`src/rtl/pipeline_stall_ctrl.sv`:
```
// Stall/flush sequencer for the 5-stage pipeline: hazard-driven PC/IF/ID/ID/EX control,
// data-cache miss freeze with refill handshake and timeout guard, and a saturating stall counter.
module pipeline_stall_ctrl #(
    parameter int TIMEOUT = 64,
    parameter int CNT_W   = 32
) (
    input  logic             clk_i,
    input  logic             rst_i,
    input  logic             start_i,
    input  logic             load_use_i,
    input  logic             branch_taken_i,
    input  logic             miss_i,
    input  logic             mem_ack_i,
    output logic             PCWrite_o,
    output logic             MemStall_o,
    output logic             IFID_write_o,
    output logic             IFID_flush_o,
    output logic             IDEX_flush_o,
    output logic             mem_req_o,
    output logic             err_o,
    output logic [CNT_W-1:0] stall_cnt_o
);

    localparam int TW = (TIMEOUT > 1) ? $clog2(TIMEOUT) : 1;
    localparam logic [TW-1:0] TMO_LAST = TW'(TIMEOUT - 1);

    localparam logic [2:0] S_BOOT   = 3'd0;
    localparam logic [2:0] S_RUN    = 3'd1;
    localparam logic [2:0] S_MISS   = 3'd2;
    localparam logic [2:0] S_REFILL = 3'd3;
    localparam logic [2:0] S_HALT   = 3'd4;

    logic [2:0]       state_q, state_d;
    logic [TW-1:0]    tmo_q, tmo_d;
    logic             mem_req_q, mem_req_d;
    logic             err_q, err_d;
    logic [CNT_W-1:0] stall_cnt_q, stall_cnt_d;

    logic pc_write, mem_stall, ifid_write, ifid_flush, idex_flush;

    always_comb begin
        state_d    = state_q;
        tmo_d      = tmo_q;
        pc_write   = 1'b0;
        mem_stall  = 1'b0;
        ifid_write = 1'b0;
        ifid_flush = 1'b0;
        idex_flush = 1'b0;

        case (state_q)
            S_BOOT: begin
                if (start_i) state_d = S_RUN;
            end
            S_RUN: begin
                // Miss outranks load-use, which outranks a taken branch.
                if (miss_i) begin
                    mem_stall = 1'b1;
                    state_d   = S_MISS;
                    tmo_d     = '0;
                end else if (load_use_i) begin
                    idex_flush = 1'b1;
                end else if (branch_taken_i) begin
                    pc_write   = 1'b1;
                    ifid_write = 1'b1;
                    ifid_flush = 1'b1;
                end else begin
                    pc_write   = 1'b1;
                    ifid_write = 1'b1;
                end
            end
            S_MISS: begin
                mem_stall = 1'b1;
                tmo_d     = tmo_q + TW'(1);
                // An ack on the final timeout cycle still counts as a successful refill.
                if (mem_ack_i)               state_d = S_REFILL;
                else if (tmo_q == TMO_LAST)  state_d = S_HALT;
            end
            S_REFILL: begin
                mem_stall = 1'b1;
                state_d   = S_RUN;
            end
            S_HALT: begin
                mem_stall = 1'b1;
            end
            default: state_d = S_BOOT;
        endcase

        mem_req_d   = (state_d == S_MISS);
        err_d       = err_q | (state_d == S_HALT);
        stall_cnt_d = stall_cnt_q;
        if ((mem_stall || idex_flush) && (stall_cnt_q != {CNT_W{1'b1}}))
            stall_cnt_d = stall_cnt_q + CNT_W'(1);
    end

    always_ff @(posedge clk_i) begin
        if (!rst_i) begin
            state_q     <= S_BOOT;
            tmo_q       <= '0;
            mem_req_q   <= 1'b0;
            err_q       <= 1'b0;
            stall_cnt_q <= '0;
        end else begin
            state_q     <= state_d;
            tmo_q       <= tmo_d;
            mem_req_q   <= mem_req_d;
            err_q       <= err_d;
            stall_cnt_q <= stall_cnt_d;
        end
    end

    assign PCWrite_o    = pc_write;
    assign MemStall_o   = mem_stall;
    assign IFID_write_o = ifid_write;
    assign IFID_flush_o = ifid_flush;
    assign IDEX_flush_o = idex_flush;
    assign mem_req_o    = mem_req_q;
    assign err_o        = err_q;
    assign stall_cnt_o  = stall_cnt_q;

endmodule

```
`config.mk`:
```
export PLATFORM = sky130hd
export DESIGN_NAME = pipeline_stall_ctrl
export DESIGN_NICKNAME = d
export VERILOG_FILES = /design/src/rtl/pipeline_stall_ctrl.sv
export SDC_FILE = /design/constraint.sdc
export NUM_CORES = 1
export LEC_CHECK = 0
export CAP_MARGIN = 30
export CORE_UTILIZATION = 51
export CTS_CLUSTER_SIZE = 10
export DETAILED_ROUTE_END_ITERATION = 16
export PLACE_DENSITY = 0.79
export SYNTH_ARGS = -nofsm -noshare
export SYNTH_HDL_FRONTEND = slang
export SYNTH_SLANG_ARGS = --single-unit
export TNS_END_PERCENT = 20
```
`constraint.sdc`:
```
create_clock -name clk_i -period 2.9 [get_ports clk_i]
set_input_delay 0.29 -clock clk_i [delete_from_list [all_inputs] [get_ports clk_i]]
set_output_delay 0.29 -clock clk_i [all_outputs]
set_load 0.005 [all_outputs]
```
After elaboration in Yosys (flattened, before gate mapping)

Index checks and enable logic that the tools add are counted.
W data, S select, Z words.

Register bits after elaboration: 43

Add/sub/neg operators: 2
Equality and inequality tests: 9
Muxes and demuxes: 19
Bitwise operators: 1
Reduce and logical (&&, ||, !) cells: 6

Operators by type and width:

| cell                    | count |
|---|---|
| $add A32 B1 Y32 const B | 1 |
| $ne A32 B32 Y1 const B  | 1 |
| $pmux W3 S5             | 1 |
| $mux W3                 | 4 |
| $pmux W6 S2             | 1 |
| $mux W1                 | 11 |
| $eq A3 B2 Y1 const B    | 3 |
| $add A6 B1 Y6 const B   | 1 |
| $eq A3 B3 Y1 const B    | 2 |
| $eq A6 B6 Y1 const B    | 1 |
| $mux W6                 | 1 |
| $eq A3 B1 Y1 const B    | 1 |
| $logic_not A3 Y1        | 1 |
| $reduce_or A3 Y1        | 1 |
| $ne A2 B2 Y1 const B    | 1 |
| $pmux W1 S2             | 1 |
| $reduce_and A2 Y1       | 1 |
| $reduce_bool A2 Y1      | 1 |
| $logic_and A1 B1 Y1     | 1 |
| $logic_or A1 B1 Y1      | 1 |
| $or A1 B1 Y1            | 1 |

Longest topological paths before layout

Depth after elaboration: 6
Mapped depth: 8

Worst setup path after synthesis

OpenSTA, ideal clock, no wires.

Path type: flip-flop to flip-flop
Start point: register stall_cnt_q[0], in the netlist stall_cnt_o[0]
End point: register stall_cnt_q[19], in the netlist stall_cnt_o[19]
Library setup time: 0.115 ns
Data arrival time: 1.794 ns
Setup slack: 0.992 ns
Cell stages (with the launch flop): 9
Path buffers: 2
Cell sequence: dfxtp_1 > ha_1 > nand4_2 > nor4_4 > and4_1 > buf_4 > buf_4 > nor4_1 > o21a_1

Word-level cells in the longest chain between the ends: 2
Elaborated cells on any way between the ends: 3
Those cells by class: 1 x add/sub; 1 x eq/ne; 1 x reduce/logical

RTL lines:

| item                                                                    | line | RTL |
|---|---|---|
| start: declaration                                                      | 37   | `logic [CNT_W-1:0] stall_cnt_q, stall_cnt_d;` |
| start signal: assignment                                                | 107  | `stall_cnt_q <= stall_cnt_d;` |
| parallel branches: the longest is 2 deep, another holds $add A32 B1 Y32 | --   |  |

Parallel ways; which one is timed is not known.
A chain may end at the register's enable or synchronous reset.

Final worst setup path

Start point: input miss_i
End point: output IFID_flush_o

Word-level cells in the longest chain between the ends: 2

RTL lines:

| item               | line | RTL |
|---|---|---|
| start: declaration | 12   | `input logic miss_i,` |
| $mux W1            | 56   | `if (miss_i) begin` |
| $mux W1            | 50   | `case (state_q)` |
| end: declaration   | 17   | `output logic IFID_flush_o,` |

No other way between the ends.

==> out/qor.txt <==
status - complete, no violations
sw frac - 0.233
count of final setup violators - 0
overall routed net length - 5510 um
top_reg_cell synth - dfxtp_1
CP endpoint kind - output pin
Hold Vio Cnt, Final - 0
NumNets Final - 333
number of synthesized flops with an enable pin - 0
Cell Area, Synth - 2360 um^2
P_int - 859 uW
die height - 70.0 um
LEAKAGE - 0.000947 uW
PortBufs - 45
total track usage - 0.234
drt wl/cell - 14.6 um
Comb pwr share - 0.083
crit path max fanout - 5
CTS Buf Count - 5
clock-pin slew on the worst setup and hold paths - 70 ps
clock skew - 4.15 ps
crit path DAT - 2030 ps
sequential share of power - 0.544
buffers plus inverters on the worst setup path - 2
antenna violations before repair - 0
Worst Max-Slew Pin Slew - 438 ps
Tcrit/Tclk final - 0.799
fin crit period - 2320 ps
Synth area leaders - dfxtp_1 (36%), a21oi_1 (6.1%), nand2_1 (4.5%), mux2i_1 (3.8%), or4_1 (3.5%)
DR DRC count - 0
Clock Path Buffers - 2
Max Slew Vio Count - 0
setup TNS - 0 ps
Post-Place Setup Slack - 593 ps
Netlist cell types - 46
I/O pins - 46
vias per cell - 6.11
Die Wd - 70.0 um
FMAX - 432 MHz
Hold/Removal Path Class - reg -> reg
worst vdd ir - 270 uV
CP Cell Sequence - clkdlybuf4s50_1 -> nor4b_1 -> nor2b_1 -> and2_1 -> clkdlybuf4s50_1
post-DP HPWL - 3820 um
normalized max-slew margin - 0.707
full die area - 4910 um^2
commonest non-fill, non-tap cell in the layout - clkdlybuf4s50_1
clk sinks - 43
mean area per synthesized cell - 8.37 um^2
leftover overflow at the end of global routing - 0
worst hold slack - 474 ps
nature of the critical path startpoint - primary input
P_sw - 261 uW
htree depth - 2
global-route wire length before repair - 9360 um
synth warn - 0
RSZ-0062 raised after global routing - no
flop-to-flop setup slack - 810 ps
core area - 4410 um^2
Initial Utilization - 0.535
Layout area overhead - 24.2%
largest area contributor in the netlist - dfxtp_1
Skew-Pair Late Insertion Delay - 300 ps
final worst slack - 583 ps
CP peak stage delay - 490 ps
Crit Path Class - in -> out
first-iteration detailed-routing DRC count - 112
first drt pass iteration count - 4
most frequent cells in the layout - clkdlybuf4s50_1 (45), dfxtp_1 (43), a21oi_1 (29)
Critical Path RT - 2610 ps
CTS tree - built
Mapped Nets - 291
Synth top area share - 0.365
max_cap viols - 0
largest net degree at the start of global routing - 28
#FFs+latches synth - 43
slowest CP cell - clkdlybuf4s50_1
clock root buffer - clkbuf_8
post-CTS setup buffers - 0
Final Util - 0.664
Clock power frac - 0.372
async set-reset flop share out of synthesis - 0
sequential cell area fraction in the yosys report - 0.365
antenna viol nets, final - 0
number of cell rows - 24
layout cells sized above 1 - 0.0831
delay-heaviest family, CP - buffers and inverters
Power Density - 382 nW/um^2
vias in the first global route - 2034
final RePlAce weighted congestion - 0.785
Crit path top cell by count - clkdlybuf4s50_1
cts-stage hold buffer count - 0
Vias - 2305
Resize count post-CTS - 0
n_diodes - 0
cells after synthesis - 282
==> final timing paths <==
kind / endpoint / cells after the start / startpoint
hold / removal: err_o / 1 / err_o
setup reg to reg: stall_cnt_o[29] / 5 / state_q[2]
setup / recovery: IFID_flush_o / 5 / miss_i
hold reg to reg: err_o / 1 / err_o
==> flip-flops by register name (all words and copies together) (netlist names) <==
signal       flops
stall_cnt_o     32
tmo_q            6
err_o            1
state_q          3
mem_req_o        1
==> area by class of cell <==
class	instances	area (um^2)
tap	52	65.1
sequential	43	861
fill	384	1480
inverter	4	15.0
clock buffer	8	100
timing repair buffer	51	495
multi-input combinational	219	1400
==> power groups by stage <==
| stage | sequential [uW] | combinational (uW) | clock (uW) |
|---|---|---|---|
| 6_report | 610 | 93.4 | 417 |
| 5_1_grt | 612 | 102 | 448 |
| 3_3_place_gp | 623 | 92.4 | 0 |
| 3_5_place_dp | 623 | 93.8 | 0 |
| 2_1_floorplan | 617 | 62.6 | 0 |
| 4_1_cts | 609 | 93.9 | 429 |
==> synthesized netlist by cell type (2+ instances only) <==
cell type and instances:
a21oi_1 29, a31oi_1 2, and2_1 8, and3_1 6
and4_1 3, buf_2 3, buf_4 5, clkbuf_1 7
dfxtp_1 43, ha_1 2, inv_1 3, mux2i_1 9
nand2_1 28, nand2b_1 7, nand3_1 16, nand3b_1 2
nand4_1 10, nand4_4 2, nor2_1 13, nor2b_1 2
nor3_1 6, nor3b_1 3, nor4_1 3, nor4_2 3
nor4b_1 2, o21a_1 3, o21ai_0 11, o21ai_1 4
o31ai_1 10, or3_1 10, or3b_1 2, or4_1 11
==> per-stage QoR <==
stage | area [um^2] | power [uW] | instances
floorplan | 2360 | 680 | 282
global placement | 2830 | 715 | 369
detailed placement | 2830 | 717 | 369
CTS | 2930 | 1130 | 377
global route | 2930 | 1160 | 377
finish | 2930 | 1120 | 377
==> cell families (layout without fill, tap and decap cells) <==
| logic type | count (synthesis) | after routing | share of synthesized area |
|---|---|---|---|
| AND/OR/NAND/NOR | 144 | 144 | 0.381 |
| AO/OA/AOI/OAI | 64 | 64 | 0.162 |
| flip-flops | 43 | 43 | 0.365 |
| buffers and inverters | 20 | 63 | 0.0445 |
| multiplexers | 9 | 9 | 0.0382 |
| adder cells (fa/ha/maj) | 2 | 2 | 0.0106 |
==> per-layer routing <==
layer | vias to the layer above | routed length (um) | track usage
li1 | 1142 | - | -
met1 | 1091 | 2610 | 0.300
met2 | 63 | 2580 | 0.385
met3 | 9 | 251 | 0.0505
met4 | 0 | 71 | 0.0867
met5 | - | 0 | 0
==> worst register-to-register path, delay by kind of cell (launching register included) <==
kind / cells / cell delay [ps]
AO/OA/AOI/OAI: 2 / 310
flip-flops: 1 / 480
AND/OR/NAND/NOR: 3 / 1230
Note: power is estimated with default switching activity, not from simulation.
==> edit (same settings) <==
Register the output `err_o` once more; this adds one clock of latency there. The other outputs are not delayed to match.
--- a/src/rtl/pipeline_stall_ctrl.sv
+++ b/src/rtl/pipeline_stall_ctrl.sv
@@ -114,7 +114,9 @@
     assign IFID_flush_o = ifid_flush;
     assign IDEX_flush_o = idex_flush;
     assign mem_req_o    = mem_req_q;
-    assign err_o        = err_q;
+    always_ff @(posedge clk_i) begin
+        err_o <= err_q;
+    end
     assign stall_cnt_o  = stall_cnt_q;
 
 endmodule
Formal check against the unedited RTL: same outputs for any inputs over 10 cycles, from zero or initial values and one cycle with rst_i low; that may be too few to reach the edited logic, so the function may still have changed.
==> edit against the unedited design <==
- core utilization is 0.057 points higher
- largest cell class unchanged
- final area hardly changed
- sequential share of layout area is 0.66 points higher
- clock skew is 0.0043 ns higher
- area after synthesis is 0.85% higher
- final cell count stayed put
- setup slack better by 0.0055 ns
- total power is 1.7% lower
- critical path depth stayed put
- sequential power is 2% higher
- global-route usage is 0.52 points lower
- largest power group unchanged
- wire length is 2.1% lower
- sequential cell count is 1 higher
- critical path type unchanged
- die area is 0.82% higher
==> edit: results (changes against the unedited design) <==
placed_design:
  routabilityCongestion: 0.8553  # +8.9%
  dp_hpwl_mm: 3.791  # -0.66%
  dpl_cell_area_um2: 2844  # +0.44%
logic_synthesis:
  synth_compound_gate_area_share_pct: 16.03  # -0.14 points
  seq_area_frac_synth_pct: 36.99  # +0.53 points
  muxShareOfSynthArea_pct: 3.783  # -0.032 points
  synthTopCellsByArea: "dfxtp_1 (37%), a21oi_1 (6.1%), nand2_1 (4.4%)"
  synthTopCellsByCount: "dfxtp_1 (44), a21oi_1 (29), nand2_1 (28), nand3_1 (16), nor2_1 (13)"
  synth_fa_ha_area_share_pct: 1.051  # -0.0089 points
  synth_fp_nets: 292  # +0.34%
route:
  wl_met1_mm: 2.536  # -2.6%
  routed_wl_mm: 5.390  # -2.1%
  first_iter_violations: 119  # +6.3%
  wl_met2_mm: 2.615  # +1.5%
worst_setup_path:
  r2r_slack_ns: 0.68  # -0.13 ns
  r2r-end: "stall_cnt_o[27]$_SDFFE_PN0P_"
global_routing:
  track_usage_pct: 22.89  # -0.52 points
  met2_usage_pct: 37.67  # -0.79 points
  grt_pass1_wl_mm: 9.287  # -0.74%
  grt_pass1_vias: 2041  # +0.34%
  gr-usage-met3_pct: 5.772  # +0.72 points
timing:
  hold_ws_ns: 0.3543  # -0.1194 ns
  finalClockSkew_ns: 0.008475  # +0.004324 ns
  relSlewSlack_pct: 68.99  # -1.8 points
pwr:
  swShare_pct: 23.04  # -0.27 points
  seq-power_mw: 0.623  # +2%
  ir_drop_uv: 308.2  # +14%
  sequentialPowerShare_pct: 56.6  # +2.2 points
  p_leak_nw: 0.9439  # -0.33%
status:
  outcome: "completed"
hold_path:
  whs_endpoint: "err_o$_DFF_P_"
  hp-start: "err_q$_SDFF_PN0_"
-- edit: changes by cell type after synthesis, sizes merged --
| cell | delta |
|---|---|
| dfxtp | +1 |
-- edit: area by class of cell --
class | count | area, µm²
fillers | 383 | 1480
multi-input cells | 219 | 1395
flip-flops and latches | 44 | 880.8
repair buffers | 50 | 488.0
clock buffers | 8 | 90.09
well taps | 52 | 65.06
inverters | 4 | 15.01
-- edit: critical path, cell delays in order --
cell and delay (ns):
clkdlybuf4s50_1 0.48, nor4b_1 0.36, nor2b_1 0.24, and2_1 0.15
clkdlybuf4s50_1 0.50
-- edit: metrics by stage --
stage	worst slack, ns	instances	util [%]
global route	0.3849	377	66.47
finish	0.5890	377	66.47
global placement	0.5287	369	64.43
CTS	0.5655	377	66.47
detailed placement	0.4321	369	64.43
floorplan	0.9919	283	-
-- edit: logic make-up after synthesis --
family	count (synthesis)
compound gates	64
fa+ha+maj	2
buf+inv	20
flops	44
mux	9
simple gates	144
